--- src/rtl/jtag_user_reg_bank.sv ---
// jtag_user_reg_bank: multi-channel BSCAN USER data register bank.
//
// Holds NREG independent WIDTH-bit channels behind one USER instruction,
// selected by ADDR. Each DR scan captures either external status (PI) or the
// channel's own output (readback, per CAP_MASK bit), shifts LSB-first, and
// applies the scanned word on Update-DR only when exactly WIDTH bits were
// shifted. A wrong-length scan leaves PO untouched and sets LEN_ERR.
//
// Ports:
//   DRCK     scan clock (ungated TCK through Capture/Shift/Update-DR)
//   RST      asynchronous active-high reset
//   SEL      BSCAN SEL for this USER instruction
//   ADDR     channel select, held stable from Capture through Update
//   TDI      serial data in
//   CAPTURE  Capture-DR state
//   SHIFT    Shift-DR state
//   UPDATE   Update-DR state (one DRCK cycle)
//   CLR_ERR  clears LEN_ERR on a DRCK edge
//   PI       capture data, channel i at [i*WIDTH +: WIDTH]
//   PO       applied register contents, same packing as PI
//   UPD_STB  one-cycle per-channel pulse on an applied update
//   LEN_ERR  sticky: Update-DR seen with bit count != WIDTH
//   TDO      serial data out, combinational from the shift register
module jtag_user_reg_bank #(
    parameter int               WIDTH    = 16,
    parameter int               NREG     = 4,
    parameter int               AW       = 2,
    parameter logic [NREG-1:0]  CAP_MASK = '0,
    parameter logic [WIDTH-1:0] RST_VAL  = '0
) (
    input  logic                  DRCK,
    input  logic                  RST,
    input  logic                  SEL,
    input  logic [AW-1:0]         ADDR,
    input  logic                  TDI,
    input  logic                  CAPTURE,
    input  logic                  SHIFT,
    input  logic                  UPDATE,
    input  logic                  CLR_ERR,
    input  logic [NREG*WIDTH-1:0] PI,
    output logic [NREG*WIDTH-1:0] PO,
    output logic [NREG-1:0]       UPD_STB,
    output logic                  LEN_ERR,
    output logic                  TDO
);

    // Counter saturates at WIDTH+1 so any over-long scan stays distinguishable
    // from an exact-length one no matter how many extra shifts occur.
    localparam int             CW       = $clog2(WIDTH + 2);
    localparam logic [CW-1:0]  CNT_FULL = CW'(WIDTH);
    localparam logic [CW-1:0]  CNT_SAT  = CW'(WIDTH + 1);
    localparam logic [AW:0]    NREG_X   = (AW + 1)'(NREG);

    logic [WIDTH-1:0]      sr_q, sr_d;
    logic [CW-1:0]         cnt_q, cnt_d;
    logic [NREG*WIDTH-1:0] po_q, po_d;
    logic [NREG-1:0]       stb_q, stb_d;
    logic                  err_q, err_d;

    logic [AW:0]           addr_x;
    logic                  ce;
    logic [NREG-1:0]       hit;
    logic [WIDTH-1:0]      cap_val;

    // Extra top bit keeps the range check meaningful even when 2^AW == NREG.
    assign addr_x = {1'b0, ADDR};
    assign ce     = SEL && (addr_x < NREG_X);

    always_comb begin
        hit     = '0;
        cap_val = '0;
        for (int i = 0; i < NREG; i++) begin
            hit[i] = ce && (addr_x == (AW + 1)'(i));
            if (hit[i])
                cap_val = CAP_MASK[i] ? po_q[i*WIDTH +: WIDTH] : PI[i*WIDTH +: WIDTH];
        end
    end

    always_comb begin
        sr_d  = sr_q;
        cnt_d = cnt_q;
        po_d  = po_q;
        stb_d = '0;
        // A coincident erroring update below overrides this clear.
        err_d = err_q & ~CLR_ERR;
        if (ce && CAPTURE) begin
            sr_d  = cap_val;
            cnt_d = '0;
        end else if (ce && SHIFT) begin
            sr_d  = {TDI, sr_q[WIDTH-1:1]};
            cnt_d = (cnt_q == CNT_SAT) ? cnt_q : cnt_q + CW'(1);
        end else if (ce && UPDATE) begin
            cnt_d = '0;
            if (cnt_q == CNT_FULL) begin
                for (int i = 0; i < NREG; i++)
                    if (hit[i])
                        po_d[i*WIDTH +: WIDTH] = sr_q;
                stb_d = hit;
            end else begin
                err_d = 1'b1;
            end
        end
    end

    always_ff @(posedge DRCK or posedge RST) begin
        if (RST) begin
            sr_q  <= '0;
            cnt_q <= '0;
            po_q  <= {NREG{RST_VAL}};
            stb_q <= '0;
            err_q <= 1'b0;
        end else begin
            sr_q  <= sr_d;
            cnt_q <= cnt_d;
            po_q  <= po_d;
            stb_q <= stb_d;
            err_q <= err_d;
        end
    end

    assign PO      = po_q;
    assign UPD_STB = stb_q;
    assign LEN_ERR = err_q;
    assign TDO     = ce & sr_q[0];

endmodule

--- config.mk ---
export PLATFORM = sky130hd
export DESIGN_NAME = jtag_user_reg_bank
export DESIGN_NICKNAME = d
export VERILOG_FILES = /design/src/rtl/jtag_user_reg_bank.sv
export SDC_FILE = /design/constraint.sdc
export NUM_CORES = 1
export LEC_CHECK = 0
export BUFFER_PORTS_ARGS = -buffer_cell sky130_fd_sc_hd__buf_4
export CORE_AREA = 2 2 99 101
export DETAILED_ROUTE_END_ITERATION = 8
export DIE_AREA = 0 0 101 103
export PLACE_DENSITY_LB_ADDON = 0.1
export SLEW_MARGIN = 20
export SYNTH_ARGS = -nofsm -noshare
export SYNTH_HDL_FRONTEND = slang
export SYNTH_SLANG_ARGS = --single-unit
--- constraint.sdc ---
create_clock -name DRCK -period 3.1 [get_ports DRCK]
set_clock_uncertainty 0.15 [all_clocks]
set_input_delay 0.31 -clock DRCK [delete_from_list [all_inputs] [get_ports DRCK]]
set_output_delay 0.31 -clock DRCK [all_outputs]
set_load 0.005 [all_outputs]
==> summary.txt, run 1 <==
Outcome
  – Outcome: complete, but fails checks
  – Violated checks: negative hold slack

Timing
  – Final period util: 0.762
  – Final min period: 2360 ps
  – Final WS setup: ~740 ps
  – RSZ-0062 raised after global routing: no
  – # setup viols final: 0
  – Slew of the pin with the lowest slew margin: 816 ps
  – F_max: 0.423 GHz
  – Final Slew Violations: 0
  – Slew HR: 0.456
  – Hold Violations, Final: 32
  – WHS: -63.3 ps
  – Setup TNS: 0 ps

Floorplanning
  – Core area: ~9500 um2
  – Rows: 36
  – Die Span Y: slightly above 100 um
  – DIE WIDTH: 101 um
  – Die area: 10,400 um2
  – I/O pins: approximately 140
  – Initial core utilization: 0.438

Route
  – Post-DRT Antenna Nets: 0
  – Final wirelength: 10,000 um
  – Drt initial violations: 109
  – Via/cell ratio: 5.36
  – Wirelength per Cell: 18.7 um
  – DRT Pass-1 Iters: 4
  – DR vias: 2,874
  – # DRC: 0

Power and ir drop
  – Leakage: 2.90 nW
  – Power Density: about 430 nW/um2
  – Peak VDD IR: 186 uV

Hold path
  – Min-Delay Path Class: input port to async pin

GRT
  – Initial antenna violation count: 0
  – Vias in the first global route: 2,948
  – Tot GR Track Use: 0.199
  – Grt total ovfl: 0
  – Largest net degree at the start of global routing: 91
  – First-pass GRT wire length: 15,600 um

Worst setup path
  – Worst-path maximum fanout: 16
  – CP startpoint kind: flop
  – Worst Setup SP: cnt_q[0]$_DFFE_PP0P_
  – Critical path's top delay family: simple AND/OR/NAND/NOR gates
  – Worst EP arrival: around 2500 ps
  – Crit-path cells: inv_1 > ha_1 > and4bb_1 > nand4b_4 > mux2_4
  – Critical path's slowest cell: and4bb_1
  – CP bufs+invs: 1
  – Worst EP required: 3180 ps
  – Worst reg2reg startpoint: cnt_q[0]$_DFFE_PP0P_
  – CP Class: flop to flop
  – Crit end category: flop
  – Maximum cell stage delay along the critical path: ~500 ps

Synthesis
  – Synthesized Nets: 355
  – Post-Syn Area: just over 4000 um2
  – Synthesis Warnings: 0
  – Register bit count reported by yosys: 90
  – Netlist cell types: 31
  – Syn Inst Count: 278
  – Ranking of synthesized cells by area: dfrtp_1, mux2_4, mux2_2
  – Register area share after synthesis: 0.543
  – Top cell type's share of synthesized area: 0.543
  – Leading area contributor after synthesis: dfrtp_1
  – Syn_area_per_cell: 14.9 um2

Cells and area
  – Layout Nets: 494
  – P&R area growth vs syn: 32.0%
  – N_diodes: 0
  – Fill cell count: 804
  – Fraction of layout cells with a size suffix above 1: 0.578

Place
  – IO buf count: 143
  – Post-DP HPWL: 6990 um
  – GPL Wtd Cong: 0.793
  – Dpl ws: around 750 ps

CTS
  – CTS tree: yes
  – H-tree Lvls: 3
  – Clk root buf: clkbuf_8
  – Clk pin slew, worst setup/hold paths: approximately 90 ps
  – CTS Buf Count: 9
  – Worst-skew pair later-pin latency: 350 ps
  – Clk buf depth: 2
  – Clk sinks: 90

Flow run
  – Max Cap Violations: 0
==> path summary, 6_finish.rpt <==
check,to,slack (ps),cells after the start
worst max-delay path,PO[16]$_DFFE_PP0P_,740,5
worst min-delay path,PO[25]$_DFFE_PP0P_,-60,2
min in group DRCK,sr_q[15]$_DFFE_PP0P_,160,3
worst min register to register,PO[26]$_DFFE_PP0P_,370,1
max in group asynchronous,PO[48]$_DFFE_PP0P_,2280,2
worst max register to register,PO[16]$_DFFE_PP0P_,740,5
==> cells in the mapped netlist (all sizes together) <==
cell type / count
nand2: 4
o31ai: 1
and2: 1
nand3b: 1
mux4: 16
nor2b: 2
nand4b: 2
mux2: 65
o21bai: 2
nor3b: 1
a22o: 2
nand4: 1
nand2b: 1
o21a: 1
and4bb: 2
xor2: 2
nor2: 18
inv: 8
nand4bb: 1
o22ai: 17
nand3: 3
buf: 11
ha: 3
o21ai: 2
dfrtp: 90
a21oi: 16
clkbuf: 5
==> state kept, by name, indices dropped and copies added, names as in the netlist <==
name     cells
PO          64
cnt_q        5
sr_q        16
LEN_ERR      1
UPD_STB      4
==> routing by layer <==
layer / share of wire / wire (um) / global-route usage / up-vias
li1: - / - / - / 1304
met1: 0.45 / 4510 / 0.271 / 1468
met2: 0.48 / 4830 / 0.317 / 88
met3: 0.051 / 510 / 0.0386 / 14
met4: 0.019 / 193 / 0.0821 / 0
met5: 0 / 0 / 0 / -
==> cells in the final DEF (no fill, tap or decap), drive strengths merged, types with 3 or more instances in the layout <==
master and count:
buf 143, dfrtp 90, mux2 65, nor2 18, o22ai 17, mux4 16
a21oi 16, clkbuf 11, inv 9, nand2 4, ha 3, nand3 3
==> power breakdown <==
| group | switching, mW | leakage, nW | internal [mW] |
|---|---|---|---|
| clock | 0.416 | 0.0962 | 0.400 |
| combinational | 0.110 | 1.60 | 0.139 |
| sequential | 0.0658 | 1.21 | 1.21 |
==> what timing repair did <==
item | 4_1_cts | 5_1_grt
endpoints found under the hold margin | 1 | 0
resized for setup | 0 | 0
endpoints found under the setup margin | 0 | 0
setup buffers | 0 | 0
hold buffers | 1 | 0
==> per-stage QoR <==
step	util	power, mW	cells	hold slack [ps]	area, um2
after CTS	0.578	2.37	536	115	5470
after detailed placement	0.556	1.55	519	346	5260
final	0.579	2.34	536	-63.3	5470
after global placement	0.556	1.54	519	340	5260
after global routing	0.579	2.44	536	23.0	5470
after floorplan	-	1.42	278	259	4150
==> cell type report <==
class                      count  area [um2]  share of cell area
sequential                    90        2250               0.412
multi-input combinational    164        1760               0.321
timing repair buffer         144        1080               0.198
tap                          114         143              0.0261
clock buffer                  11         141              0.0258
clock inverter                 5        62.6              0.0114
inverter                       8        35.0             0.00640
==> cells by family (layout without fill, tap and decap cells) <==
logic type | after synthesis | after routing | share of synthesized area
buffers and inverters | 24 | 168 | 0.0335
xor gates and xnor gates | 2 | 2 | 0.00423
adders and majority gates | 3 | 3 | 0.00905
and+or+nand+nor | 37 | 37 | 0.0616
muxes | 81 | 81 | 0.290
DFF | 90 | 90 | 0.543
AOI/OAI and AO/OA | 41 | 41 | 0.0588
Power figures use the tool's default switching activity.
==> inputs of run 2 (changes only) <==
Clock period 3.1 ns to 2.4 ns, I/O delays scaled along.
==> run 2 against run 1 <==
Net effect:
- the run now ends clean
- die area did not move
- register-to-register slack got worse by 480 ps
- hold slack improved by 140 ps
- routed wire length fell by 2.0%
- via count fell by 0.14%
- critical path type unchanged
- largest cell class unchanged
==> summary.txt, run 2 (synthesis results as in run 1) <==
Outcome
  – Outcome: complete, no violations (was complete, but fails checks)

GRT
  – Vias in the first global route: 2,973 (was 2,948)
  – Grt total ovfl: 0 (unchanged)
  – Initial antenna violation count: 0 (unchanged)
  – Largest net degree at the start of global routing: 91 (unchanged)
  – Tot GR Track Use: 0.198 (was 0.199)
  – First-pass GRT wire length: 15,500 um (was 15,600 um)

Worst setup path
  – Crit end category: flop (unchanged)
  – Worst reg2reg startpoint: cnt_q[0]$_DFFE_PP0P_ (unchanged)
  – Worst Setup SP: cnt_q[0]$_DFFE_PP0P_ (unchanged)
  – CP bufs+invs: 1 (unchanged)
  – CP Depth: 5 (unchanged)
  – Worst-path maximum fanout: 17 (was 16)
  – Critical path's slowest cell: and4bb_1 (unchanged)
  – Critical R2R Capture: PO[6]$_DFFE_PP0P_ (was PO[16]$_DFFE_PP0P_)
  – CP startpoint kind: flop (unchanged)
  – Worst EP required: 2480 ps (was 3180 ps)
  – Maximum cell stage delay along the critical path: 500 ps (was 490 ps)
  – Critical path's top delay family: simple AND/OR/NAND/NOR gates (unchanged)
  – CP Class: flop to flop (unchanged)
  – CP endpoint: PO[6]$_DFFE_PP0P_ (was PO[16]$_DFFE_PP0P_)
  – Worst r2r path cells: 5 (unchanged)
  – FF-to-FF setup slack: 250 ps (was 740 ps)
  – Crit-path cells: inv_1 > ha_1 > and4bb_1 > nand3_4 > mux2_2 (was inv_1 > ha_1 > and4bb_1 > nand4b_4 > mux2_4)
  – Worst EP arrival: 2230 ps (was 2450 ps)

Timing
  – F_max: 0.466 GHz (was 0.423 GHz)
  – Setup TNS: 0 ps (unchanged)
  – Final Slew Violations: 0 (unchanged)
  – Final min period: 2150 ps (was 2360 ps)
  – Final period util: 0.894 (was 0.762)
  – Slew of the pin with the lowest slew margin: 736 ps (was 816 ps)
  – # setup viols final: 0 (unchanged)
  – Hold Violations, Final: 0 (was 32)
  – Slew HR: 0.510 (was 0.456)
  – WHS: 80.5 ps (was -63.3 ps)
  – RSZ-0062 raised after global routing: no (unchanged)

Route
  – Wirelength per Cell: 18.1 um (was 18.7 um)
  – Drt initial violations: 88 (was 109)
  – DRT Pass-1 Iters: 6 (was 4)
  – DR vias: 2,870 (was 2,874)
  – Via/cell ratio: 5.29 (was 5.36)
  – Post-DRT Antenna Nets: 0 (unchanged)
  – Final wirelength: 9850 um (was 10,000 um)
  – # DRC: 0 (unchanged)

Cells and area
  – Cell area after layout: 5540 um2 (was 5470 um2)
  – Layout Nets: 502 (was 494)
  – Most frequent cells in the layout: buf_4, dfrtp_1, mux2_2, mux2_4, nor2_1 (unchanged)
  – Commonest non-fill, non-tap cell in the layout: buf_4 (unchanged)
  – Fraction of layout cells with a size suffix above 1: 0.585 (was 0.578)
  – N_diodes: 0 (unchanged)
  – P&R area growth vs syn: 33.7% (was 32.0%)
  – Final core occ: 0.586 (was 0.579)
  – Max FFs per register: 64 (unchanged)

CTS
  – Hold-fix buffers at CTS: 2 (was 1)
  – Clk root buf: clkbuf_8 (unchanged)
  – CTS Buf Count: 9 (unchanged)
  – H-tree Lvls: 3 (unchanged)
  – Clk buf depth: 2 (unchanged)
  – # resized after CTS: 0 (unchanged)
  – CTS tree: yes (unchanged)
  – Worst-skew pair later-pin latency: 350 ps (about the same)
  – Clk sinks: 90 (unchanged)
  – Clk pin slew, worst setup/hold paths: 80 ps (was 90 ps)
  – Post-CTS Setup Repair Bufs: 0 (unchanged)

Place
  – Post-DP HPWL: 7060 um (was 6990 um)
  – IO buf count: 143 (unchanged)
  – DP Area: 5320 um2 (was 5260 um2)
  – GPL Wtd Cong: 0.796 (was 0.793)

Power and ir drop
  – Leakage: 2.93 nW (was 2.90 nW)
  – Peak VDD IR: 274 uV (was 186 uV)
  – Power Density: 544 nW/um2 (was 428 nW/um2)

Floorplanning
  – Die Span Y: 103 um (unchanged)
  – Rows: 36 (unchanged)
  – Initial core utilization: 0.438 (unchanged)
  – Die area: 10,400 um2 (unchanged)
  – DIE WIDTH: 101 um (unchanged)
  – Core area: 9460 um2 (unchanged)
  – I/O pins: 144 (unchanged)

Hold path
  – Min-Delay Path Class: input port to flop (was input port to async pin)

Flow run
  – Max Cap Violations: 0 (unchanged)
-- run 2: worst register-to-register path, cell delays in order (launching register included) --
cell and delay (ps):
dfrtp_1 420, inv_1 100, ha_1 140, and4bb_1 500, nand3_4 350, mux2_2 380
-- run 2: layer usage --
layer | track usage | part of all wire | up-vias
met5 | 0 | 0 | -
met4 | 0.0728 | 0.014 | 0
met3 | 0.0420 | 0.060 | 13
met2 | 0.307 | 0.48 | 93
met1 | 0.277 | 0.44 | 1444
li1 | - | - | 1320
-- run 2: worst min path at each step --
stage               startpoint                   end  slack, ps  cells after the start
finish                     TDI  sr_q[15]$_DFFE_PP0P_         80                      3
global route               TDI  sr_q[15]$_DFFE_PP0P_         80                      3
CTS                        TDI  sr_q[15]$_DFFE_PP0P_         70                      3
detailed placement         RST  UPD_STB[0]$_DFF_PP0_        270                      3
global placement           RST    PO[24]$_DFFE_PP0P_        270                      3
floorplan              CLR_ERR     LEN_ERR$_DFF_PP0_        190                      1
-- run 2: cell type report --
| type | instances | area [um2] |
|---|---|---|
| Multi-Input combinational cell | 164 | 1760 |
| Tap cell | 114 | 143 |
| Clock inverter | 5 | 62.6 |
| Sequential cell | 90 | 2250 |
| Clock buffer | 10 | 138 |
| Fill cell | 770 | 3920 |
| Inverter | 8 | 33.8 |
| Timing Repair Buffer | 152 | 1160 |
-- run 2: per-stage QoR --
stage / cells / total power [mW] / worst slack [ps]
final: 543 / 3.02 / 253
after CTS: 543 / 3.05 / 240
after floorplan: 278 / 1.83 / 539
after detailed placement: 526 / 2.01 / 262
after global placement: 526 / 2.00 / 322
after global routing: 543 / 3.16 / 128
-- run 2: where the power goes --
part	internal, mW	switching [mW]
sequential	1.56	0.0814
combinational	0.185	0.143
clock	0.512	0.532
total	2.26	0.756
